[config.mk]
export PLATFORM = sky130hd
export DESIGN_NAME = decode_stage
export DESIGN_NICKNAME = d
export VERILOG_FILES = /design/src/rtl/decode_stage.sv
export SDC_FILE = /design/constraint.sdc
export NUM_CORES = 2
export LEC_CHECK = 0
export BUFFER_PORTS_ARGS = -buffer_cell sky130_fd_sc_hd__buf_2
export CORE_MARGIN = 2
export CORE_UTILIZATION = 38
export DETAILED_ROUTE_END_ITERATION = 10
export PLACE_DENSITY_LB_ADDON = 0.15
export SLEW_MARGIN = 20
export SYNTH_ARGS = -nofsm -noshare
export SYNTH_HDL_FRONTEND = slang
export SYNTH_SLANG_ARGS = --single-unit
[constraint.sdc]
create_clock -name clk -period 2.6 [get_ports clk]
set_clock_uncertainty 0.05 [all_clocks]
set_input_delay 0.13 -clock clk [delete_from_list [all_inputs] [get_ports clk]]
set_output_delay 0.13 -clock clk [all_outputs]
set_load 0.02 [all_outputs]
[src/rtl/decode_stage.sv]
// mini-rv ID stage: RV32I decode, 32x32 register file, load-use stall and branch squash into ID/EX.
// Define MINI_RV_RF_BYPASS_EN to make register reads write-through from the WB port.
module decode_stage #(
  parameter logic [31:0] RESET_PC = 32'h0
) (
  input  logic        clk,
  input  logic        rst,
  input  logic [31:0] if_id_instr_data,
  input  logic [31:0] if_id_pc,
  input  logic        ex_if_take_branch,
  input  logic        wb_id_we,
  input  logic [4:0]  wb_id_rd,
  input  logic [31:0] wb_id_data,
  output logic        stall,
  output logic        id_ex_valid,
  output logic [31:0] id_ex_pc,
  output logic [31:0] id_ex_rs1_data,
  output logic [31:0] id_ex_rs2_data,
  output logic [31:0] id_ex_imm,
  output logic [4:0]  id_ex_rs1,
  output logic [4:0]  id_ex_rs2,
  output logic [4:0]  id_ex_rd,
  output logic [3:0]  id_ex_alu_op,
  output logic        id_ex_alu_src_imm,
  output logic        id_ex_alu_src_pc,
  output logic        id_ex_mem_read,
  output logic        id_ex_mem_write,
  output logic [2:0]  id_ex_funct3,
  output logic        id_ex_branch,
  output logic        id_ex_jal,
  output logic        id_ex_jalr,
  output logic        id_ex_reg_write,
  output logic [1:0]  id_ex_wb_sel,
  output logic        id_illegal
);

  localparam logic [6:0] OPC_LUI    = 7'b0110111;
  localparam logic [6:0] OPC_AUIPC  = 7'b0010111;
  localparam logic [6:0] OPC_JAL    = 7'b1101111;
  localparam logic [6:0] OPC_JALR   = 7'b1100111;
  localparam logic [6:0] OPC_BRANCH = 7'b1100011;
  localparam logic [6:0] OPC_LOAD   = 7'b0000011;
  localparam logic [6:0] OPC_STORE  = 7'b0100011;
  localparam logic [6:0] OPC_OPIMM  = 7'b0010011;
  localparam logic [6:0] OPC_OP     = 7'b0110011;
  localparam logic [6:0] OPC_FENCE  = 7'b0001111;
  localparam logic [6:0] OPC_SYSTEM = 7'b1110011;

  localparam logic [3:0] ALU_ADD    = 4'd0;
  localparam logic [3:0] ALU_SUB    = 4'd1;
  localparam logic [3:0] ALU_SLL    = 4'd2;
  localparam logic [3:0] ALU_SLT    = 4'd3;
  localparam logic [3:0] ALU_SLTU   = 4'd4;
  localparam logic [3:0] ALU_XOR    = 4'd5;
  localparam logic [3:0] ALU_SRL    = 4'd6;
  localparam logic [3:0] ALU_SRA    = 4'd7;
  localparam logic [3:0] ALU_OR     = 4'd8;
  localparam logic [3:0] ALU_AND    = 4'd9;
  localparam logic [3:0] ALU_PASS_B = 4'd10;

  logic [31:0] rf [32];
  logic        flush_q;

  logic [6:0]  opcode;
  logic [2:0]  f3;
  logic signed [31:0] imm_i, imm_s, imm_b, imm_j, imm_u, imm_sh;

  logic        valid_p0, illegal_p0, use_rs1_p0, use_rs2_p0, has_rd_p0;
  logic signed [31:0] imm_p0;
  logic [3:0]  alu_op_p0;
  logic        src_imm_p0, src_pc_p0, mem_read_p0, mem_write_p0;
  logic        branch_p0, jal_p0, jalr_p0;
  logic [2:0]  funct3_p0;
  logic [1:0]  wb_sel_p0;
  logic [4:0]  rs1_p0, rs2_p0, rd_p0;
  logic [31:0] rs1_data_p0, rs2_data_p0;
  logic        flush, hazard_p0, load_p0;

  function automatic logic [3:0] alu_from_f3(input logic [2:0] fn, input logic alt);
    case (fn)
      3'b000:  return alt ? ALU_SUB : ALU_ADD;
      3'b001:  return ALU_SLL;
      3'b010:  return ALU_SLT;
      3'b011:  return ALU_SLTU;
      3'b100:  return ALU_XOR;
      3'b101:  return alt ? ALU_SRA : ALU_SRL;
      3'b110:  return ALU_OR;
      default: return ALU_AND;
    endcase
  endfunction

  function automatic logic [31:0] rf_read(input logic [4:0] idx);
    if (idx == 5'd0) return 32'h0;
`ifdef MINI_RV_RF_BYPASS_EN
    if (wb_id_we && wb_id_rd == idx) return wb_id_data;
`endif
    return rf[idx];
  endfunction

  assign opcode = if_id_instr_data[6:0];
  assign f3     = if_id_instr_data[14:12];
  assign imm_i  = {{20{if_id_instr_data[31]}}, if_id_instr_data[31:20]};
  assign imm_s  = {{20{if_id_instr_data[31]}}, if_id_instr_data[31:25], if_id_instr_data[11:7]};
  assign imm_b  = {{19{if_id_instr_data[31]}}, if_id_instr_data[31], if_id_instr_data[7],
                   if_id_instr_data[30:25], if_id_instr_data[11:8], 1'b0};
  assign imm_j  = {{11{if_id_instr_data[31]}}, if_id_instr_data[31], if_id_instr_data[19:12],
                   if_id_instr_data[20], if_id_instr_data[30:21], 1'b0};
  assign imm_u  = {if_id_instr_data[31:12], 12'b0};
  assign imm_sh = {27'b0, if_id_instr_data[24:20]};

  always_comb begin
    valid_p0     = 1'b1;
    illegal_p0   = 1'b0;
    use_rs1_p0   = 1'b0;
    use_rs2_p0   = 1'b0;
    has_rd_p0    = 1'b0;
    imm_p0       = '0;
    alu_op_p0    = ALU_ADD;
    src_imm_p0   = 1'b0;
    src_pc_p0    = 1'b0;
    mem_read_p0  = 1'b0;
    mem_write_p0 = 1'b0;
    branch_p0    = 1'b0;
    jal_p0       = 1'b0;
    jalr_p0      = 1'b0;
    funct3_p0    = 3'b0;
    wb_sel_p0    = 2'd0;
    case (opcode)
      OPC_LUI: begin
        has_rd_p0 = 1'b1; imm_p0 = imm_u; alu_op_p0 = ALU_PASS_B; src_imm_p0 = 1'b1;
      end
      OPC_AUIPC: begin
        has_rd_p0 = 1'b1; imm_p0 = imm_u; src_imm_p0 = 1'b1; src_pc_p0 = 1'b1;
      end
      OPC_JAL: begin
        has_rd_p0 = 1'b1; imm_p0 = imm_j; src_imm_p0 = 1'b1; src_pc_p0 = 1'b1;
        jal_p0 = 1'b1; wb_sel_p0 = 2'd2;
      end
      OPC_JALR: begin
        has_rd_p0 = 1'b1; use_rs1_p0 = 1'b1; imm_p0 = imm_i; src_imm_p0 = 1'b1;
        jalr_p0 = 1'b1; wb_sel_p0 = 2'd2;
      end
      OPC_BRANCH: begin
        use_rs1_p0 = 1'b1; use_rs2_p0 = 1'b1; imm_p0 = imm_b; alu_op_p0 = ALU_SUB;
        branch_p0 = 1'b1; funct3_p0 = f3;
      end
      OPC_LOAD: begin
        has_rd_p0 = 1'b1; use_rs1_p0 = 1'b1; imm_p0 = imm_i; src_imm_p0 = 1'b1;
        mem_read_p0 = 1'b1; funct3_p0 = f3; wb_sel_p0 = 2'd1;
      end
      OPC_STORE: begin
        use_rs1_p0 = 1'b1; use_rs2_p0 = 1'b1; imm_p0 = imm_s; src_imm_p0 = 1'b1;
        mem_write_p0 = 1'b1; funct3_p0 = f3;
      end
      OPC_OPIMM: begin
        // only the shift-right form uses bit 30; ADDI never becomes SUB
        has_rd_p0 = 1'b1; use_rs1_p0 = 1'b1; src_imm_p0 = 1'b1;
        imm_p0 = (f3 == 3'b001 || f3 == 3'b101) ? imm_sh : imm_i;
        alu_op_p0 = alu_from_f3(f3, (f3 == 3'b101) && if_id_instr_data[30]);
      end
      OPC_OP: begin
        has_rd_p0 = 1'b1; use_rs1_p0 = 1'b1; use_rs2_p0 = 1'b1;
        alu_op_p0 = alu_from_f3(f3, if_id_instr_data[30]);
      end
      OPC_FENCE, OPC_SYSTEM: ;
      default: begin
        valid_p0 = 1'b0; illegal_p0 = 1'b1;
      end
    endcase
  end

  assign rs1_p0      = use_rs1_p0 ? if_id_instr_data[19:15] : 5'd0;
  assign rs2_p0      = use_rs2_p0 ? if_id_instr_data[24:20] : 5'd0;
  assign rd_p0       = has_rd_p0 ? if_id_instr_data[11:7] : 5'd0;
  assign rs1_data_p0 = rf_read(rs1_p0);
  assign rs2_data_p0 = rf_read(rs2_p0);

  assign hazard_p0 = id_ex_valid && id_ex_mem_read && (id_ex_rd != 5'd0) &&
                     ((use_rs1_p0 && id_ex_rd == if_id_instr_data[19:15]) ||
                      (use_rs2_p0 && id_ex_rd == if_id_instr_data[24:20]));
  assign flush   = ex_if_take_branch || flush_q;
  assign stall   = hazard_p0 && !flush && !rst;
  assign load_p0 = !rst && !flush && !hazard_p0 && valid_p0;

  always_ff @(posedge clk) begin
    if (wb_id_we && wb_id_rd != 5'd0) rf[wb_id_rd] <= wb_id_data;
  end

  // ID/EX boundary: every non-load cycle (reset, flush, hazard, illegal) writes a bubble
  always_ff @(posedge clk) begin
    flush_q           <= !rst && ex_if_take_branch;
    id_illegal        <= !rst && !flush && illegal_p0;
    id_ex_valid       <= load_p0;
    id_ex_pc          <= load_p0 ? if_id_pc : RESET_PC;
    id_ex_rs1_data    <= load_p0 ? rs1_data_p0 : 32'h0;
    id_ex_rs2_data    <= load_p0 ? rs2_data_p0 : 32'h0;
    id_ex_imm         <= load_p0 ? imm_p0 : 32'h0;
    id_ex_rs1         <= load_p0 ? rs1_p0 : 5'd0;
    id_ex_rs2         <= load_p0 ? rs2_p0 : 5'd0;
    id_ex_rd          <= load_p0 ? rd_p0 : 5'd0;
    id_ex_alu_op      <= load_p0 ? alu_op_p0 : ALU_ADD;
    id_ex_alu_src_imm <= load_p0 && src_imm_p0;
    id_ex_alu_src_pc  <= load_p0 && src_pc_p0;
    id_ex_mem_read    <= load_p0 && mem_read_p0;
    id_ex_mem_write   <= load_p0 && mem_write_p0;
    id_ex_funct3      <= load_p0 ? funct3_p0 : 3'd0;
    id_ex_branch      <= load_p0 && branch_p0;
    id_ex_jal         <= load_p0 && jal_p0;
    id_ex_jalr        <= load_p0 && jalr_p0;
    id_ex_reg_write   <= load_p0 && has_rd_p0 && (rd_p0 != 5'd0);
    id_ex_wb_sel      <= load_p0 ? wb_sel_p0 : 2'd0;
  end

endmodule
Word level (Yosys, flattened, before mapping). Memories as Yosys holds them, arrays and structs flattened. Index checks and enable logic that the tools add are counted.

Flip-flop bits (word level): 163. RAM bits: 1024. Output and inout bits: 163. Word-level logic and storage cells: 120. Memories kept: 1.

Memories: rf (words 32, bits a word 32, rd ports 2, clocked after Yosys merged registers in 0, write ports 1, line 61) `logic [31:0] rf [32];`.

Equal/unequal tests: 19. Multiplexer cells: 33. Reductions and logical operators: 46.

Operator list (count): 32-bit one-hot mux with 6 select lines (1); 32-bit 2-to-1 mux (5); 4-bit one-hot mux with 7 select lines (2); 7-bit equality test, second input constant (4); 1-bit logical AND (23); 7-bit by 6-bit equality test with 1-bit output, second input constant (3); 1-bit 2-to-1 mux (20); 4-bit one-hot mux with 4 select lines (1); 5-bit 2-to-1 mux (3); 5-bit nonzero test (3); 7-bit by 5-bit equality test with 1-bit output, second input constant (2); 7-bit OR reduction (2); 11-bit OR reduction (1); 5-bit equality test (2); 5-bit zero test (2); 3-bit equality test, second input constant (3); 2-bit OR reduction (4); 7-bit by 2-bit equality test with 1-bit output, second input constant (1); 7-bit by 4-bit equality test with 1-bit output, second input constant (1); 3-bit by 2-bit equality test with 1-bit output, second input constant (2); 3-bit OR reduction (2); 6-bit OR reduction (1); 2-bit one-hot mux with 2 select lines (1); 3-bit by 1-bit equality test with 1-bit output, second input constant (1); 4 further kinds (8).

Longest topological paths before layout.
Word-level depth: 11. Gate-level depth with buffers: 12. Mapped depth without buffers: 8.

Worst setup path after synthesis. OpenSTA, ideal clock, no wires.

Kind: input to register. Start point: input wb_id_rd[1]. End point: memory rf[28][0], enable pin. Data arrival time: 1.951 ns. Data required time: 2.129 ns. Setup slack: 0.178 ns. Stages: 3. Path buffers: 1. Cells stage by stage: or2_2 > clkbuf_1 > nor2_1.

Longest elaborated chain between the ends: 4.

Ends and longest elaborated chain: start: declaration (line 12) `input logic [4:0] wb_id_rd,`; 5-bit nonzero test (line 186) `if (wb_id_we && wb_id_rd != 5'd0) rf[wb_id_rd] <= wb_id_data;`; 1-bit logical AND (line 186); 1-bit 2-to-1 mux (line 186); 1-bit 2-to-1 mux (implied by the code) (line 186); end: declaration (line 61).

Parallel ways exist; a longest one is shown, timed or not.

Worst setup path in the final report.
Start point: register id_ex_rd[1]. End point: output stall.

Longest elaborated chain between the ends: 6. Elaborated cells on any way between the ends: 10. Classes of those cells: eq/ne (2); reduce/logical (8).

Ends and longest elaborated chain: start: declaration (line 22) `output logic [4:0] id_ex_rd,`; start signal: assignment (line 200) `id_ex_rd <= load_p0 ? rd_p0 : 5'd0;`; 5-bit equality test, on equally long branches (line 179, 180); 1-bit logical AND, on equally long branches (line 179, 180); 1-bit logical OR (line 179) `((use_rs1_p0 && id_ex_rd == if_id_instr_data[19:15]) ||`; 1-bit logical AND (*) (line 178) `assign hazard_p0 = id_ex_valid && id_ex_mem_read && (id_ex_rd != 5'd0) &&`; 1-bit logical AND (*) (2 in a row) (line 182) `assign stall = hazard_p0 && !flush && !rst;`; end: declaration (line 14) `output logic stall,`.

Mark *: on every way between the ends. The rest lies on a longest branch, timed or not.

==> impl_metrics.env <==
export IMPL_grt_max_degree=71
export IMPL_p_per_area_mw_per_mm2=648
export IMPL_yosysUniqueCellTypes=69
export IMPL_rows=137
export IMPL_power_net_switching_mw=9.66
export IMPL_ys_top_cells_by_area="edfxtp_1 (58%), mux2i_1 (7.2%), dfxtp_1 (6.2%)"
export IMPL_antenna_found_initial=21
export IMPL_start_util_pct=38.2
export IMPL_fin_crit_ps=2570
export IMPL_min_path_type="in -> reg"
export IMPL_syn_area_per_cell_um2=12.9
export IMPL_cts_buffer_depth=3
export IMPL_yosys_area_top_type_share_pct=58.0
export IMPL_worst_setup_path_end_kind="primary output"
export IMPL_internal_power_mw=33.3
export IMPL_p_leak_nw=24.4
export IMPL_grtUsageTotal_pct=30.6
export IMPL_grt_pass1_wl_um=306000
export IMPL_synthCells=4111
export IMPL_place_inst=6363
export IMPL_totalWireLength_um=222000
export IMPL_seq_area_frac_synth_pct=64.1
export IMPL_nNetsFinal=4846
export IMPL_p_sw_share_pct=22.5
export IMPL_postRouteAntennaNets=0
export IMPL_yosysWarnings=0
export IMPL_gp_congestion=0.901
export IMPL_p_total_mw=42.9
export IMPL_ir_drop_mv=0.698
export IMPL_io_pins=268
export IMPL_slew_headroom_pct=29.4
export IMPL_ys_seq_elements=1187
export IMPL_finalHoldViolCount=0
export IMPL_grt_setup_unrepaired="true"
export IMPL_clkSinkCount=1187
export IMPL_max_cap_violations=0
export IMPL_numCtsBuffers=137
export IMPL_portBuffers=267
export IMPL_grt_overflow_total=0
export IMPL_crit_type="reg -> out"
export IMPL_crit_arrival_ps=2390
export IMPL_die_height_um=378
export IMPL_layout_drive_gt1_share_pct=25.2
export IMPL_drc=0
export IMPL_post_route_period_util_pct=98.8
export IMPL_via_count=41399
export IMPL_crit_fanout=3
export IMPL_grt_pass1_vias=40022
export IMPL_core_area_mm2=0.139
export IMPL_final_cell_mix="edfxtp_1 (1024), nand2_1 (540), mux2i_1 (384)"
export IMPL_async_flop_share_pct=0
export IMPL_root_buffer="clkbuf_16"
export IMPL_slew_violations=0
export IMPL_synth_top_area_cell="edfxtp_1"
export IMPL_cts_setup_buffers=0
export IMPL_cts_tree="done"
export IMPL_path_clk_slew_ps=60
export IMPL_critPathLaunchType="flip-flop"
export IMPL_p_seq_share_pct=49.0
export IMPL_p_comb_share_pct=5.8
export IMPL_dp_hpwl_um=139000
export IMPL_final_instance_count_excl_fill=6733
export IMPL_fp_dieW_um=378
export IMPL_outcome="finished clean"
export IMPL_fmax_ghz=0.389
export IMPL_drtIter0Drc=5192
export IMPL_mappedNetlistArea_mm2=0.0531
export IMPL_setup_viol=0
export IMPL_area_delta_synth_final_pct=24.8
export IMPL_routed_via_density=6.15
export IMPL_synth_edf_count=1024
export IMPL_cts_max_level=4
export IMPL_clockPowerShare_pct=45.2
export IMPL_tightestPinTransition_ps=1060
export IMPL_final_common_cell="edfxtp_1"
export IMPL_worst_ep_required_time_ps=2420
export IMPL_first_pass_iters=5
export IMPL_insertion_delay_ps=800
export IMPL_synth_ff_type="edfxtp_1"
export IMPL_wire_per_inst_um=32.9
export IMPL_die_area_mm2=0.143
repair_timing:
action / CTS / global route
endpoints found under the hold margin: 1114 / 0
setup endpoints to repair: 11 / 6
resized for setup: 9 / 9
hold buffers: 115 / 0
pin swaps: 0 / 2
sequential cells by signal, summed over array words and instances, names as in the netlist, 2 cells and up:
name	cells
id_ex_alu_op	4
id_ex_funct3	3
id_ex_imm	32
id_ex_pc	32
id_ex_rd	5
id_ex_rs1	5
id_ex_rs1_data	32
id_ex_rs2	5
id_ex_rs2_data	32
id_ex_wb_sel	2
rf	1024
per-layer routing:
metal	vias up	part of all wire (%)	global-route usage, %
met5	-	0.028	0
met1	21036	41	41.8
met3	457	11	7.43
met2	2520	44	46.5
li1	17376	-	-
met4	10	4.3	12.4
area by class of cell:
| cell class | instances | area, um2 |
|---|---|---|
| diodes | 3 | 7.51 |
| fillers | 12236 | 72800 |
| clock buffers | 199 | 4060 |
| inverters | 9 | 36.3 |
| multi-input cells | 2601 | 18200 |
| clock inverters | 53 | 460 |
| flip-flops and latches | 1187 | 34000 |
| repair buffers | 805 | 7090 |
| well taps | 1876 | 2350 |
power groups by stage:
stage                     clock [mW]  sequential (mW)  combinational, mW
after floorplan                    0             21.4               1.10
after global placement             0             21.4               2.27
after detailed placement           0             21.4               2.28
after CTS                       19.6             21.0               2.43
after global routing            20.4             21.0               2.60
final                           19.4             21.0               2.49
synth_stat cells (2+ instances only):
library cell,count
o21ai_1,3
nor3_1,61
or3_1,3
buf_6,4
inv_1,7
buf_1,40
nor4_1,50
clkbuf_1,241
o22ai_1,213
a211oi_1,52
o221ai_1,75
edfxtp_1,1024
o211ai_1,2
a31oi_1,93
mux2_2,211
a221oi_1,147
mux2i_1,384
mux2_4,15
a221oi_2,15
buf_2,56
xor2_1,4
a2111oi_0,15
a21oi_1,168
nand3b_1,3
a22oi_1,38
nand4_1,34
nor2_1,64
and3_1,19
or4_1,2
nor2b_1,9
nor2_2,3
dfxtp_1,163
buf_4,4
and2_1,72
o21a_1,2
mux2_1,6
nand2_1,549
o21ai_0,109
or2_2,3
xnor2_1,6
nand2b_1,6
nand3_1,108
inv_2,2
per-stage QoR:
step	setup slack, ps	instance area, um2	hold WS (ps)	TNS [ps]	utilization, %
detailed placement	-676	60500	275	-12030	43.5
CTS	6.53	66200	0.353	0	47.6
finish	30.6	66200	27.4	0	47.6
floorplan	178	53200	152	0	-
global placement	-696	60500	267	-12800	43.5
global route	-32.2	66200	17.9	-50.5	47.6
worst paths after layout:
| path | startpoint | to | slack, ps | cells past startpoint |
|---|---|---|---|---|
| max | id_ex_rd[1]$_SDFF_PP0_ | stall | 30 | 6 |
| min | if_id_pc[12] | id_ex_pc[12]$_SDFF_PP0_ | 30 | 3 |
| max reg2reg | id_ex_rd[1]$_SDFF_PP0_ | id_ex_rs1_data[28]$_SDFF_PP0_ | 40 | 9 |
| min reg2reg | flush_q$_DFF_P_ | id_illegal$_DFF_P_ | 500 | 2 |
cells by family after synthesis:
logic type	after synthesis	synth area share, %
DFF	1187	64.1
and+or+nand+nor	993	8.47
AOI/OAI and AO/OA	950	12.3
muxes	616	12.3
buffers and inverters	354	2.72
xor gates and xnor gates	10	0.165
other	1	0.00707
critical path: stages (launching register included):
cell and delay (ps):
dfxtp_1 310, or4_1 540, o2111a_1 260, o21ai_2 110, buf_6 160, nor2_1 50
buf_2 150
Power figures use the tool's default switching activity.
